--- src/rtl/ws2812b_tx_encoder.sv ---
// rtl/ws2812b_tx_encoder.sv - byte stream to WS2812B NRZ pulse-width serial encoder
//
// Purpose: accepts bytes over a valid/ready handshake into a one-byte holding
// register and serialises them MSB-first as WS2812B pulse-width bits on dout.
// After a byte flagged last, dout is held low for RESET_CYCLES (strip latch).
//
// Ports:
//   clk       system clock
//   rst_n     asynchronous active-low reset
//   in_valid  byte offered
//   in_data   byte to send (colour order chosen by caller)
//   in_last   byte ends a frame; latch period follows it
//   in_ready  holding register empty (combinational)
//   dout      registered serial output
//   busy      high whenever the encoder is not idle
//   underrun  one-cycle pulse when a non-last byte ends with nothing buffered
module ws2812b_tx_encoder #(
  parameter int unsigned T0H          = 26,
  parameter int unsigned T1H          = 51,
  parameter int unsigned T_BIT        = 80,
  parameter int unsigned RESET_CYCLES = 3840
) (
  input  logic       clk,
  input  logic       rst_n,
  input  logic       in_valid,
  input  logic [7:0] in_data,
  input  logic       in_last,
  output logic       in_ready,
  output logic       dout,
  output logic       busy,
  output logic       underrun
);

  typedef enum logic [1:0] {
    S_IDLE  = 2'd0,
    S_BIT   = 2'd1,
    S_LATCH = 2'd2
  } state_e;

  localparam logic [15:0] TBIT_M1  = 16'(T_BIT - 1);
  localparam logic [15:0] TH0      = 16'(T0H);
  localparam logic [15:0] TH1      = 16'(T1H);
  localparam logic [15:0] LATCH_M1 = 16'(RESET_CYCLES - 1);

  state_e      state_q;
  logic        hold_valid_q;
  logic [7:0]  hold_data_q;
  logic        hold_last_q;
  logic [7:0]  sh_q;
  logic        sh_last_q;
  logic [2:0]  bit_cnt_q;
  logic [15:0] cyc_cnt_q;
  logic        dout_q;
  logic        underrun_q;

  logic        accept;
  logic        cyc_end;
  logic [15:0] cyc_nxt;
  logic [15:0] th_cur;

  assign in_ready = !hold_valid_q;
  // accept needs an empty hold and transfer needs a full one, so they can
  // never coincide on the same edge
  assign accept   = in_valid && !hold_valid_q;
  assign cyc_end  = (cyc_cnt_q == TBIT_M1);
  assign cyc_nxt  = cyc_cnt_q + 16'd1;
  assign th_cur   = sh_q[7] ? TH1 : TH0;

  assign dout     = dout_q;
  assign busy     = (state_q != S_IDLE);
  assign underrun = underrun_q;

  always_ff @(posedge clk or negedge rst_n) begin
    if (!rst_n) begin
      state_q      <= S_IDLE;
      hold_valid_q <= 1'b0;
      hold_data_q  <= 8'd0;
      hold_last_q  <= 1'b0;
      sh_q         <= 8'd0;
      sh_last_q    <= 1'b0;
      bit_cnt_q    <= 3'd0;
      cyc_cnt_q    <= 16'd0;
      dout_q       <= 1'b0;
      underrun_q   <= 1'b0;
    end else begin
      underrun_q <= 1'b0;

      if (accept) begin
        hold_valid_q <= 1'b1;
        hold_data_q  <= in_data;
        hold_last_q  <= in_last;
      end

      case (state_q)
        S_IDLE: begin
          dout_q <= 1'b0;
          if (hold_valid_q) begin
            sh_q         <= hold_data_q;
            sh_last_q    <= hold_last_q;
            hold_valid_q <= 1'b0;
            bit_cnt_q    <= 3'd0;
            cyc_cnt_q    <= 16'd0;
            dout_q       <= 1'b1;
            state_q      <= S_BIT;
          end
        end

        S_BIT: begin
          if (!cyc_end) begin
            // dout is registered, so decide the level of the coming cycle
            cyc_cnt_q <= cyc_nxt;
            dout_q    <= (cyc_nxt < th_cur);
          end else begin
            cyc_cnt_q <= 16'd0;
            if (bit_cnt_q != 3'd7) begin
              sh_q      <= {sh_q[6:0], 1'b0};
              bit_cnt_q <= bit_cnt_q + 3'd1;
              dout_q    <= 1'b1;
            end else if (sh_last_q) begin
              bit_cnt_q <= 3'd0;
              dout_q    <= 1'b0;
              state_q   <= S_LATCH;
            end else if (hold_valid_q) begin
              // gapless chaining: next byte's first bit starts next cycle
              sh_q         <= hold_data_q;
              sh_last_q    <= hold_last_q;
              hold_valid_q <= 1'b0;
              bit_cnt_q    <= 3'd0;
              dout_q       <= 1'b1;
            end else begin
              bit_cnt_q  <= 3'd0;
              dout_q     <= 1'b0;
              underrun_q <= 1'b1;
              state_q    <= S_IDLE;
            end
          end
        end

        S_LATCH: begin
          // bytes may land in hold here; IDLE picks them up afterwards
          dout_q <= 1'b0;
          if (cyc_cnt_q == LATCH_M1) begin
            cyc_cnt_q <= 16'd0;
            state_q   <= S_IDLE;
          end else begin
            cyc_cnt_q <= cyc_nxt;
          end
        end

        default: begin
          dout_q  <= 1'b0;
          state_q <= S_IDLE;
        end
      endcase
    end
  end

endmodule

--- config.mk ---
export PLATFORM = sky130hd
export DESIGN_NAME = ws2812b_tx_encoder
export DESIGN_NICKNAME = d
export VERILOG_FILES = /design/src/rtl/ws2812b_tx_encoder.sv
export SDC_FILE = /design/constraint.sdc
export NUM_CORES = 1
export LEC_CHECK = 0
export CAP_MARGIN = 20
export CORE_MARGIN = 2
export CORE_UTILIZATION = 55
export DETAILED_ROUTE_END_ITERATION = 12
export PLACE_DENSITY = 0.79
export SYNTH_ARGS = -nofsm -noshare
export SYNTH_HDL_FRONTEND = slang
export SYNTH_SLANG_ARGS = --single-unit
export TNS_END_PERCENT = 30
--- constraint.sdc ---
create_clock -name clk -period 5.1 [get_ports clk]
set_clock_uncertainty 0.05 [all_clocks]
set_input_delay 1.02 -clock clk [delete_from_list [all_inputs] [get_ports clk]]
set_output_delay 1.02 -clock clk [all_outputs]
set_load 0.005 [all_outputs]
# Word-level counts from Yosys, hierarchy flattened
# Cells that the tools add are included.
[totals] out_inout_bits=4 n_memories=0 elab_cells=78 ramBits=0 mem_bits_ro=0 latch_bits=0 inputBits=12 regBits=42
[classes] bitwise_logic=0 n_addsub=2 mux=43 mul=0 div_mod_pow=0 n_reduce_logical=11 shift=0 n_lt_le_gt_ge=1 eq_ne=11
[op_table] cell="$mux W16" count=3
[op_table] cell="$pmux W16 S3" count=1
[op_table] cell="$mux W8" count=4
[op_table] cell="$mux W1" count=19
[op_table] cell="$add A16 B1 Y16 const B" count=1
[op_table] cell="$eq A16 B12 Y1 const B" count=1
[op_table] cell="$eq A16 B7 Y1 const B" count=1
[op_table] cell="$lt A16 B6 Y1" count=1
[op_table] cell="$pmux W8 S2" count=1
[op_table] cell="$mux W2" count=6
[op_table] cell="$mux W3" count=3
[op_table] cell="$ne A3 B3 Y1 const B" count=3
[op_table] cell="$ne A2 B2 Y1 const B" count=4
[op_table] cell="$mux W6" count=1
[op_table] cell="$pmux W1 S2" count=3
[op_table] cell="$pmux W2 S3" count=1
[op_table] cell="$pmux W3 S2" count=1
[op_table] cell="$reduce_and A3 Y1" count=2
[op_table] cell="$reduce_and A5 Y1" count=1
[op_table] cell="$reduce_and A4 Y1" count=1
[op_table] cell="$reduce_bool A2 Y1" count=2
[op_table] cell="$add A3 B1 Y3 const B" count=1
[op_table] cell="$reduce_bool A3 Y1" count=1
[op_table] cell="$eq A2 B1 Y1 const B" count=1
[op_table] cell="other kinds (5)" count=5

# Longest topological paths before layout
[logic_depth] ltp_word=8 mapped_depth=9

# Worst setup path before layout
# No wires, ideal clock.
[synth_timing] path_kind="input -> register" start="in in_valid" end="reg hold_data_q[0]" path_buffers=1 stages=3 arrival_ns=1.814 required_ns=4.925 slack_ns=3.111 cell_sequence="nor2b_1 > clkbuf_1 > mux2_2"
[synth_via] elab_chain_cells=1
[synth_lines] element="start: declaration" line="25" source="input logic in_valid,"
[synth_lines] element="$logic_and A1 B1 Y1" line="64" source="assign accept = in_valid && !hold_valid_q;"
[synth_lines] element="end signal: assignment" line="90" source="hold_data_q <= in_data;"
[synth_lines] element="end: declaration" line="47" source="logic [7:0] hold_data_q;"
# Every way passes these cells.
# A chain may end at the register's enable or synchronous reset.

# Final worst setup path
[layout_timing] start="reg state_q[0]" end="out busy"
[layout_via] elab_chain_cells=1
[layout_lines] element="start: declaration" line="45" source="state_e state_q;"
[layout_lines] element="start signal: assignment" line="75" source="state_q <= S_IDLE;"
[layout_lines] element="start signal: assignment" line="104" source="state_q <= S_BIT;"
[layout_lines] element="start signal: assignment" line="122" source="state_q <= S_LATCH;"
[layout_lines] element="$reduce_bool A2 Y1" line="70" source="assign busy = (state_q != S_IDLE);"
[layout_lines] element="end: declaration" line="30" source="output logic busy,"
# Every way passes these cells.

==> flow_summary.json <==
{
  "crit_path_max_fanout": 5,
  "synth-simple-area-share": 0.2144,
  "track_usage": 0.2155,
  "ctsLongestPathBuffers": 2,
  "die_area_mm2": 0.005423,
  "tightest_slew_ns": 0.9053,
  "die_y_um": 73.64,
  "r2r-start": "cyc_cnt_q[0]",
  "critical-path-top-cell-by-count": "inv_1",
  "synth_area_leaders": "dfrtp_1 39%, buf_6 4.2%, mux2_2 3.8%",
  "gp_congestion": 0.8567,
  "worstSetupEndpointType": "primary output",
  "seq_area_mm2": 0.001051,
  "cpPeakStageDelay_ns": 0.50,
  "port_buffers": 15,
  "cts_setup_buffers": 0,
  "synth-compound-area-share": 0.1961,
  "clk_pin_slew_worst_paths_ns": 0.08,
  "yosysSeqAreaShare": 0.3940,
  "wl_per_cell_um": 15.98,
  "hold_buffers": 0,
  "rows": 25,
  "slew_headroom": 0.3965,
  "power.density_mw_per_mm2": 522.0,
  "min_from": "sh_q[3]",
  "synth_adder_area_share": 0.03752,
  "synth_warnings": 0,
  "post-synth-top-count-cell": "dfrtp_1",
  "synth_largest_area_cell": "dfrtp_1",
  "post_drt_via_cell_ratio": 6.288,
  "synth_top_cell_area_share": 0.3940,
  "synth_top_flop_cell": "dfrtp_1",
  "coreArea_mm2": 0.004692,
  "cts_buffers": 5,
  "final_nets": 285,
  "area_growth_syn_to_layout_pct": 5.066,
  "final_hold_viol_count": 0,
  "status": "finished, final reports clean",
  "path_class": "reg -> out",
  "drive_gt1_frac": 0.1316,
  "grt_antenna_before_repair": 0,
  "drc": 0,
  "synth_area_mm2": 0.002668,
  "syn_area_per_cell_um2": 10.07,
  "fin_cells": 320,
  "dp_cells": 311,
  "cts_resized": 0,
  "cap_violations": 0,
  "cp_slowest_cell": "clkdlybuf4s50_1",
  "antenna-diode-count": 0,
  "dpl.hpwl_um": 3470,
  "netlist_instances": 265,
  "worst_setup_path_start_kind": "flop",
  "root_buffer": "clkbuf_8",
  "synth_top_family_by_area": "simple AND/OR/NAND/NOR gates",
  "syn_nets": 285,
  "ys_top_cells_by_count": "42 x dfrtp_1, 24 x nand2_1, 16 x nand3_1, 16 x nand4_1, 13 x o21ai_0",
  "finalCritPeriodShare": 0.5269,
  "grt_pass1_vias": 1926,
  "peakVddDrop_uv": 324.3,
  "worstSkewPairLatency_ns": 0.30,
  "grt_pass1_wl_um": 8942,
  "ios": 16,
  "slew_viol_final": 0,
  "multi_input_area_mm2": 0.001378,
  "finalSetupTns_ns": 0,
  "path_cells": "inv_1 -> ha_1 -> inv_1 -> clkdlybuf4s50_1",
  "worstSetupStartpoint": "state_q[0]",
  "synth-xor-area-share": 0.02298,
  "antenna_left": 0,
  "overflow": 0,
  "layout_min_cycle_time_ns": 2.687,
  "hold_path.class": "reg -> reg",
  "worstPathRequired_ns": 4.03,
  "rsz0062_at_grt": "no",
  "ys_types": 56,
  "drt-pass1-iter-count": 4,
  "wl_um": 5114,
  "htree_levels": 2,
  "cts_sinks": 42,
  "ys_ff_latch": 42,
  "drt_iter0_drc": 176,
  "synth_edf_count": 0,
  "setup_viol": 0,
  "synthArstFlopShare": 1.000,
  "arrival_ns": 1.62,
  "max_freq_ghz": 0.3721,
  "dr_total_vias": 2012,
  "cts_tree": "yes",
  "grt_max_degree": 43,
  "synthMuxAreaShare": 0.04550,
  "p_leak_uw": 0.001148,
  "nFillCells": 399,
  "die_w_um": 73.64,
  "start_util": 0.5685
}
[area by class of cell]
| class | instances | share of cell area |
|---|---|---|
| multi-input combinational | 189 | 0.4915 |
| sequential | 42 | 0.3750 |
| timing repair buffer | 16 | 0.05446 |
| clock buffer | 5 | 0.02455 |
| tap | 54 | 0.02411 |
| clock inverter | 3 | 0.01562 |
| inverter | 11 | 0.01473 |
[per-layer routing]
| layer | share of wire | track usage | routed length [um] |
|---|---|---|---|
| met1 | 0.45 | 0.2837 | 2317 |
| met5 | 0 | 0 | 0 |
| met4 | 0.022 | 0.1030 | 110 |
| met3 | 0.042 | 0.04527 | 217 |
| met2 | 0.48 | 0.3383 | 2469 |
[cells in the final DEF, fill, tap and decap left out, types with 3 or more instances in the layout]
cell             netlist  routed
clkdlybuf4s50_1        0      14
nand2_1               24      24
inv_1                 11      11
nand4_1               16      16
dfrtp_1               42      42
nand3_1               16      16
xor2_1                 4       4
and2_1                 3       3
clkbuf_8               1       5
a21oi_1                4       4
mux2_2                 9       9
a22oi_1                8       8
a32o_1                 3       3
o311ai_0               5       5
and3_1                 5       5
nor2_1                 9       9
ha_1                   8       8
o21ai_0               13      13
o2bb2ai_1              7       7
nor3_1                 4       4
xnor2_1                3       3
a31oi_1                8       8
[worst paths after layout]
check	end	slack (ns)	cells past startpoint
min reg2reg	sh_q[3]	0.45	1
max	busy	2.41	4
min in group asynchronous	dout	0.78	1
max in group asynchronous	sh_q[7]	3.64	1
min	sh_q[3]	0.45	1
max reg2reg	cyc_cnt_q[7]	2.53	6
[critical path, delay by kind of cell, from the launching register on]
kind / cells / cell delay (ns)
buffers and inverters: 3 / 0.68
DFF: 1 / 0.38
adders and majority gates: 1 / 0.26
[sequential cells by signal (all words and copies together) (netlist names)]
register and cells:
sh_last_q 1, hold_data_q 8, underrun 1, sh_q 8, cyc_cnt_q 16, hold_valid_q 1, state_q 2, dout 1
bit_cnt_q 3, hold_last_q 1
[cell families after synthesis]
family,count (synthesis)
buffers and inverters,34
xor gates and xnor gates,7
adders and majority gates,8
muxes,11
DFF,42
AOI/OAI and AO/OA,68
and+or+nand+nor,95
[per-stage QoR]
step / hold WS (ns) / utilization / setup WS [ns] / power (uW) / cell area (um^2)
3_5_place_dp: 0.4279 / 0.5717 / 2.368 / 1187 / 2683
2_1_floorplan: 0.4038 / - / 3.111 / 1083 / 2668
5_1_grt: 0.4671 / 0.5973 / 2.286 / 1582 / 2803
4_1_cts: 0.4490 / 0.5957 / 2.395 / 1460 / 2795
6_report: 0.4469 / 0.5973 / 2.413 / 1463 / 2803
3_3_place_gp: 0.4220 / 0.5717 / 2.436 / 1167 / 2683
[where the power goes]
group	switching (uW)	internal, uW
clock network	123	147
registers	72.5	435
logic	409	277
No activity file was read; power rests on OpenSTA's default activity.
